`src/rtl/circulant_transpose_buffer.sv`:
```
`default_nettype none
// ============================================================================
// Module   : circulant_transpose_buffer
// Summary  : N x N ping-pong transpose buffer. Rows are stored circulantly
//            across N column banks, so a full column or row reads out per cycle.
// Revision : 1.0 - initial release
// ============================================================================
module circulant_transpose_buffer #(
    parameter int DATA_W = 8,
    parameter int N      = 4
) (
    input  logic                 clk,
    input  logic                 rst,
    input  logic                 s_valid,
    output logic                 s_ready,
    input  logic [N*DATA_W-1:0]  s_data,
    input  logic                 s_transpose,
    output logic                 m_valid,
    input  logic                 m_ready,
    output logic [N*DATA_W-1:0]  m_data,
    output logic [$clog2(N)-1:0] m_index,
    output logic                 m_last
);

    localparam int              c_aw       = $clog2(N);
    localparam logic [c_aw-1:0] c_last     = c_aw'(N - 1);
    localparam logic [1:0]      c_empty    = 2'd0;
    localparam logic [1:0]      c_filling  = 2'd1;
    localparam logic [1:0]      c_full     = 2'd2;
    localparam logic [1:0]      c_draining = 2'd3;

    logic [1:0]          r_pg_state     [2];
    logic [1:0]          w_pg_state_nxt [2];
    logic [1:0]          r_pg_mode;
    logic                r_wr_page;
    logic [c_aw-1:0]     r_wr_row;
    logic                r_iss_page;
    logic [c_aw-1:0]     r_iss_idx;
    logic                r_s1_valid;
    logic                r_s1_page;
    logic [c_aw-1:0]     r_s1_idx;
    logic                r_m_page;
    logic [N*DATA_W-1:0] w_bank_q;
    logic [N*DATA_W-1:0] w_rot;
    logic [1:0]          w_fill_state;
    logic [1:0]          w_iss_state;
    logic                w_wr_en;
    logic                w_iss_ok;
    logic                w_iss;
    logic                w_iss_mode;
    logic                w_s1_open;
    logic                w_s2_open;
    logic                w_free;

    always_comb begin
        w_fill_state = r_pg_state[r_wr_page];
        w_iss_state  = r_pg_state[r_iss_page];
        w_iss_mode   = r_pg_mode[r_iss_page];
        s_ready      = !rst && ((w_fill_state == c_empty) || (w_fill_state == c_filling));
        w_wr_en      = s_valid && s_ready;
        // Vector 0 only starts a page that is FULL; a DRAINING page at index 0 is
        // one whose reads are all issued but whose tail is still in the pipeline.
        w_iss_ok     = (w_iss_state == c_full) ||
                       ((w_iss_state == c_draining) && (r_iss_idx != '0));
        w_s2_open    = !m_valid || m_ready;
        w_s1_open    = !r_s1_valid || w_s2_open;
        w_iss        = w_iss_ok && w_s1_open;
        w_free       = m_valid && m_ready && m_last;
    end

    always_comb begin
        for (int p = 0; p < 2; p++) begin
            w_pg_state_nxt[p] = r_pg_state[p];
            if (w_wr_en && (r_wr_page == 1'(p))) begin
                if (r_wr_row == c_last) begin
                    w_pg_state_nxt[p] = c_full;
                end else if (r_wr_row == '0) begin
                    w_pg_state_nxt[p] = c_filling;
                end
            end
            if (w_iss && (r_iss_page == 1'(p)) && (r_iss_idx == '0)) begin
                w_pg_state_nxt[p] = c_draining;
            end
            if (w_free && (r_m_page == 1'(p))) begin
                w_pg_state_nxt[p] = c_empty;
            end
        end
    end

    always_ff @(posedge clk) begin
        if (rst) begin
            r_pg_state[0] <= c_empty;
            r_pg_state[1] <= c_empty;
            r_pg_mode     <= '0;
            r_wr_page     <= 1'b0;
            r_wr_row      <= '0;
            r_iss_page    <= 1'b0;
            r_iss_idx     <= '0;
            r_s1_valid    <= 1'b0;
            r_s1_page     <= 1'b0;
            r_s1_idx      <= '0;
            r_m_page      <= 1'b0;
            m_valid       <= 1'b0;
            m_data        <= '0;
            m_index       <= '0;
            m_last        <= 1'b0;
        end else begin
            r_pg_state[0] <= w_pg_state_nxt[0];
            r_pg_state[1] <= w_pg_state_nxt[1];
            if (w_wr_en) begin
                r_wr_row <= r_wr_row + 1'b1;
                if (r_wr_row == '0) begin
                    r_pg_mode[r_wr_page] <= s_transpose;
                end
                if (r_wr_row == c_last) begin
                    r_wr_page <= ~r_wr_page;
                end
            end
            if (w_iss) begin
                r_iss_idx <= r_iss_idx + 1'b1;
                if (r_iss_idx == c_last) begin
                    r_iss_page <= ~r_iss_page;
                end
            end
            // Stage 1 doubles as the skid slot: bank outputs only move on issue.
            if (w_s1_open) begin
                r_s1_valid <= w_iss;
                r_s1_idx   <= r_iss_idx;
                r_s1_page  <= r_iss_page;
            end
            if (w_s2_open) begin
                m_valid <= r_s1_valid;
                if (r_s1_valid) begin
                    m_data   <= w_rot;
                    m_index  <= r_s1_idx;
                    m_last   <= (r_s1_idx == c_last);
                    r_m_page <= r_s1_page;
                end
            end
        end
    end

    for (genvar b = 0; b < N; b++) begin : g_bank
        localparam logic [c_aw-1:0] c_bank = c_aw'(b);
        logic [DATA_W-1:0] r_mem [2*N];
        logic [DATA_W-1:0] r_q;
        logic [c_aw-1:0]   w_lane;
        logic [c_aw-1:0]   w_rd_row;

        always_comb begin
            w_lane   = c_bank - r_wr_row;
            w_rd_row = w_iss_mode ? (c_bank - r_iss_idx) : r_iss_idx;
        end

        always_ff @(posedge clk) begin
            if (w_wr_en) begin
                r_mem[{r_wr_page, r_wr_row}] <= s_data[w_lane*DATA_W +: DATA_W];
            end
            if (w_iss) begin
                r_q <= r_mem[{r_iss_page, w_rd_row}];
            end
        end

        assign w_bank_q[b*DATA_W +: DATA_W] = r_q;
    end

    // Both modes place bank (lane + index) mod N on each output lane.
    for (genvar i = 0; i < N; i++) begin : g_rot
        logic [c_aw-1:0] w_src;
        assign w_src = c_aw'(i) + r_s1_idx;
        assign w_rot[i*DATA_W +: DATA_W] = w_bank_q[w_src*DATA_W +: DATA_W];
    end

endmodule
`default_nettype wire

```
`config.mk`:
```
export PLATFORM = sky130hd
export DESIGN_NAME = circulant_transpose_buffer
export DESIGN_NICKNAME = d
export VERILOG_FILES = /design/src/rtl/circulant_transpose_buffer.sv
export SDC_FILE = /design/constraint.sdc
export NUM_CORES = 1
export LEC_CHECK = 0
export CAP_MARGIN = 15
export CORE_MARGIN = 2
export CORE_UTILIZATION = 40
export CTS_CLUSTER_DIAMETER = 60
export CTS_CLUSTER_SIZE = 28
export DETAILED_ROUTE_END_ITERATION = 8
export REMOVE_ABC_BUFFERS = 1
export SLEW_MARGIN = 20
export SYNTH_ARGS = -nofsm -noshare
export SYNTH_HDL_FRONTEND = slang
export SYNTH_SLANG_ARGS = --single-unit
```
`constraint.sdc`:
```
create_clock -name clk -period 3.97 [get_ports clk]
set_input_delay 0.794 -clock clk [delete_from_list [all_inputs] [get_ports clk]]
set_output_delay 0.794 -clock clk [all_outputs]
set_load 0.005 [all_outputs]
```
Yosys cells after proc, flatten, opt, wreduce, memory -nomap -nowiden --
Memories as Yosys holds them, arrays and structs flattened. A register that Yosys moved wholly into a read port is not among the register bits. Index checks and enable logic that the tools add are counted.
Operators by class: add/subtract/negate cells 13, $lt $le $gt $ge 3, equality and inequality tests 10, shifts and indexed selects 8, muxes and demuxes 30, bitwise operators 5, reductions and logical operators 32
Operators by type and width (count):
- 32-bit by 6-bit indexed part select with 8-bit output | 8
- 2-bit 2-to-1 mux | 16
- 1-bit logical AND | 15
- 1-bit 2-to-1 mux | 12
- 2-bit equality test (second input constant) | 5
- 5-bit != test (second input constant) | 2
- 2-bit AND reduction | 4
- 1-bit by 2-bit subtractor with 2-bit output (first input constant) | 4
- 2-bit subtractor (first input constant) | 4
- 2-bit zero test | 3
- 3-bit != test (second input constant) | 2
- 3-bit AND reduction | 2
- 2-bit by 1-bit adder with 2-bit output (second input constant) | 2
- 2-bit adder (first input constant) | 2
- 1-bit logical OR | 4
- 1-bit by 2-bit less-than comparator with 1-bit output (second input constant) | 2
- 1-bit zero test | 3
- 1-bit inverter | 3
- 1-bit by 2-bit adder with 2-bit output (first input constant) | 1
- 2-bit bitwise mux | 1
- 2-bit by 1-bit equality test with 1-bit output (second input constant) | 1
- 1-bit bitwise OR | 2
- 2-bit nonzero test | 1
- 1-bit demux with 1-bit select | 1
- 1-bit greater-or-equal comparator (second input constant) | 1
Storage, ports and cells: flip-flop bits (word level) 49, RAM bits 260, input port bits 37, output and inout port bits 37, memories kept 5
Memories:
- g_bank[0].r_mem | depth 8, width 8, rd ports 1, clocked after memory_dff 1, write ports 1, line 145 | logic [DATA_W-1:0] r_mem [2*N];
- g_bank[1].r_mem | depth 8, width 8, rd ports 1, clocked after memory_dff 1, write ports 1, line 145
- g_bank[2].r_mem | depth 8, width 8, rd ports 1, clocked after memory_dff 1, write ports 1, line 145
- g_bank[3].r_mem | depth 8, width 8, rd ports 1, clocked after memory_dff 1, write ports 1, line 145
- r_pg_state | depth 2, width 2, rd ports 2, clocked after memory_dff 2, write ports 2, line 32 | logic [1:0] r_pg_state [2];

Depth between registers and ports, before layout --
depth in word-level cells 9, depth in mapped cells 10, gate-level depth less buffers 7

Worst setup path after synthesis --
OpenSTA, ideal clock, no wires.
path kind input port to flip-flop, from in rst, to mem g_bank[0].r_mem[0][0] (enable), arrival 3.758 ns, setup slack -0.249 ns, stages 6, buffers on the path 2, path through clkbuf_1 -> inv_1 -> and3_1 -> clkbuf_1 -> nand2b_1 -> nor3_1
Between the ends: longest elaborated chain between the ends 5
RTL lines:
- start, declared | line 13 | input logic rst,
- 1-bit zero test | line 59 | s_ready = !rst && ((w_fill_state == c_empty) || (w_fill_state == c_filling));
- 1-bit logical AND | line 59
- 1-bit logical AND | line 60 | w_wr_en = s_valid && s_ready;
- 1-bit 2-to-1 mux | line 156 | if (w_wr_en) begin
- 1-bit 2-to-1 mux (implied by the code) | line 157 | r_mem[{r_wr_page, r_wr_row}] <= s_data[w_lane*DATA_W +: DATA_W];
- end, declared | line 145
Every way passes these cells.

Final worst setup path --
from reg r_iss_idx[1], to reg g_bank[2].r_q[7], read port of g_bank[2].r_mem, data pin
Between the ends: longest elaborated chain between the ends 4
RTL lines:
- start, declared | line 38 | logic [c_aw-1:0] r_iss_idx;
- start signal, assigned | line 120 | r_iss_idx <= r_iss_idx + 1'b1;
- parallel branches: the longest is 4 deep, another holds 2-bit subtractor
- end, declared | line 146 | logic [DATA_W-1:0] r_q;
Several ways; the timed one is not identified. A chain may end at the register's enable or synchronous reset.

==> out/metrics.csv <==
metric;value;unit
vias_per_cell;5.623;
syn_inst;1035;
synth_seq_area_share;63.93;%
grt_max_degree;74;
cts_root_buffer;clkbuf_16;
finalCriticalPeriod;2.907;ns
netlist.area_leader.share;57.26;%
htreeDepth;1;
fin_area;17760;µm²
setup_viol;0;
maxSlewHeadroom;32.76;%
die_h;199.7;µm
die_w;199.7;µm
start_kind;flop;
path_class;reg2reg;
wl_per_cell;22.16;µm
fill_cells;3280;
async_flop_share;0;%
port_buffers;73;
vias;9238;
cts_tree;done;
clockBufferDepth;3;
nets;1151;
power_density;481.9;nW/µm²
grt.total_usage;18.53;%
hold_buffers;0;
critPathRequiredTime;4.28;ns
hold_class;reg2reg;
path_max_fanout;73;
grt_first_pass_wirelength;55.01;mm
drt-initial-drc-count;743;
drt_pass1_iterations;5;
yosys.area.top_type;edfxtp_1;
cts_made_buffers;29;
cts_setup_buffers;0;
fin_worst_skew;0.02815;ns
ys_warn_count;0;
multiInputGateArea;5213;µm²
initial_utilization;40.65;%
wirelength;36.41;mm
dpl_cell_area;16730;µm²
route.detailed.drc;0;
core_area;37670;µm²
yosys_register_bits;343;
slew_violations;0;
synth_area_leaders;edfxtp_1 57%, mux4_2 13%, dfxtp_1 6.7%, mux2i_1 5.7%, nand2_1 2.7%;
synth_cell_types;46;
row_count;71;
hpwl;24.23;mm
gp_congestion;0.8083;
ant_nets;0;
hold_violations;0;
fin_util;47.16;%
ctsResizeCount;0;
worstSetupEndpointType;flop;
rsz0062_at_grt;no;
netlist_area;15310;µm²
fmax;344.0;MHz
clock-sinks;343;
tightest_slew;1.009;ns
grt_pass1_vias;9002;
outcome;finished, final reports clean;
clock_latency;0.58;ns
synth_enable_flop_cells;292;
boundaryPins;74;
rrSetupSlack;1.06;ns
synth_ff_type;edfxtp_1;
antenna-diode-count;0;
syn_to_final_growth;16.01;%
layout-drive-gt1-share;18.20;%
dieArea;39860;µm²
critical_path_arrival;3.22;ns
grt.overflow.total;0;
seqCellArea;9793;µm²
synth.avg_cell_area;14.79;µm²
cap_violations;0;
irDropWorstVdd;0.0003023;V
clk_pin_slew_worst_paths;0.08;ns
fin_crit_sh;73.22;%
finalSetupTns;0;ns
power_leakage;6.023;nW
antenna_found_initial;0;
routing by layer:
metal / global-route usage [%] / vias up / part of all wire, %
met3: 2.464 / 44 / 6.7
met4: 4.938 / 0 / 2.1
li1: - / 4176 / -
met1: 26.81 / 4649 / 45
met2: 29.55 / 369 / 46
met5: 0 / - / 0
cell usage after synthesis (all sizes together) (4+ instances only):
cell type / number
edfxtp: 292
nand2: 109
mux2i: 91
mux4: 85
nor2: 77
dfxtp: 51
a21oi: 50
buf: 42
clkbuf: 26
o22ai: 23
nand3: 22
nor3: 19
o21ai: 17
or3: 17
o211ai: 16
inv: 13
o31ai: 9
mux2: 8
nor2b: 8
a211oi: 7
nand2b: 6
and2: 5
ha: 5
xnor2: 5
a211o: 4
a22o: 4
a31oi: 4
final timing paths:
| kind | from | end | depth (start not counted) |
|---|---|---|---|
| hold reg to reg | m_data[31]$_SDFFE_PP0P_ | m_data[31]$_SDFFE_PP0P_ | 2 |
| setup / recovery | r_iss_idx[1]$_SDFFE_PP0N_ | g_bank[2].r_q[7]$_DFFE_PN_ | 6 |
| hold / removal | m_data[31]$_SDFFE_PP0P_ | m_data[31]$_SDFFE_PP0P_ | 2 |
| setup reg to reg | r_iss_idx[1]$_SDFFE_PP0N_ | g_bank[2].r_q[7]$_DFFE_PN_ | 6 |
through the flow:
step	power, mW	setup WS [ns]	hold slack [ns]	instances
final	8.561	1.063	0.4983	1643
after global routing	8.868	0.9005	0.5329	1643
after CTS	8.618	1.069	0.5079	1643
after detailed placement	5.610	1.009	0.4912	1589
after global placement	5.586	1.014	0.4728	1589
after floorplan	5.070	-1.181	0.4525	967
cells by family (layout without fill, tap and decap cells):
group | count (synthesis) | in the layout | synth area share [%]
XOR/XNOR | 7 | 7 | 0.4004
flip-flops | 343 | 343 | 63.93
adder cells (fa/ha/maj) | 5 | 5 | 0.4086
AND/OR/NAND/NOR | 272 | 272 | 7.771
buffers and inverters | 81 | 178 | 2.345
multiplexers | 184 | 184 | 19.30
AO/OA/AOI/OAI | 143 | 143 | 5.842
registers in the layout (all words and copies together) (netlist names), 2 cells and up, named ones only:
register / count
r_pg_mode: 2
r_pg_state: 4
m_data: 32
m_index: 2
r_wr_row: 2
g_bank.r_mem: 256
g_bank.r_q: 32
r_s1_idx: 2
r_iss_idx: 2
cell usage in the layout, fill, tap and decap left out, types with 6 or more instances in the layout:
master           synthesis  layout
inv_1                   13      13
clkbuf_16                0      29
inv_6                    0       8
mux2_2                   6       6
nand2b_1                 6       6
buf_4                    1      36
o211ai_1                16      16
clkdlybuf4s50_1          0      72
nor2_1                  77      71
nand2_1                109     109
mux2i_1                 87      87
mux4_2                  85      85
nor3_1                  19      17
o21ai_0                 16      15
dfxtp_1                 51      48
o22ai_1                 23      23
a211oi_1                 7       7
a21oi_1                 49      49
edfxtp_1               292     292
or3_1                   17      17
nor2b_1                  8       7
nand3_1                 22      22
o31ai_1                  9       9
where the power goes:
group / switching (mW) / leakage, nW / total (mW) / internal, mW
logic: 0.761 / 2.46 / 1.31 / 0.550
clock network: 1.52 / 0.501 / 3.04 / 1.52
registers: 0.0752 / 3.06 / 4.21 / 4.14
critical path: stages, from the launching register on:
cell,delay (ns)
dfxtp_2,0.33
buf_4,0.70
nand2b_1,0.45
o21ai_2,0.40
mux2i_1,0.25
o22ai_1,0.13
or3_1,0.37
cell type report:
type | instances | share of cell area [%]
clock buffer | 29 | 4.085
clock inverter | 25 | 1.733
inverter | 13 | 0.2747
multi-input combinational | 611 | 29.34
sequential | 343 | 55.13
tap | 511 | 3.599
timing repair buffer | 111 | 5.832
No activity file was read; power rests on OpenSTA's default activity.
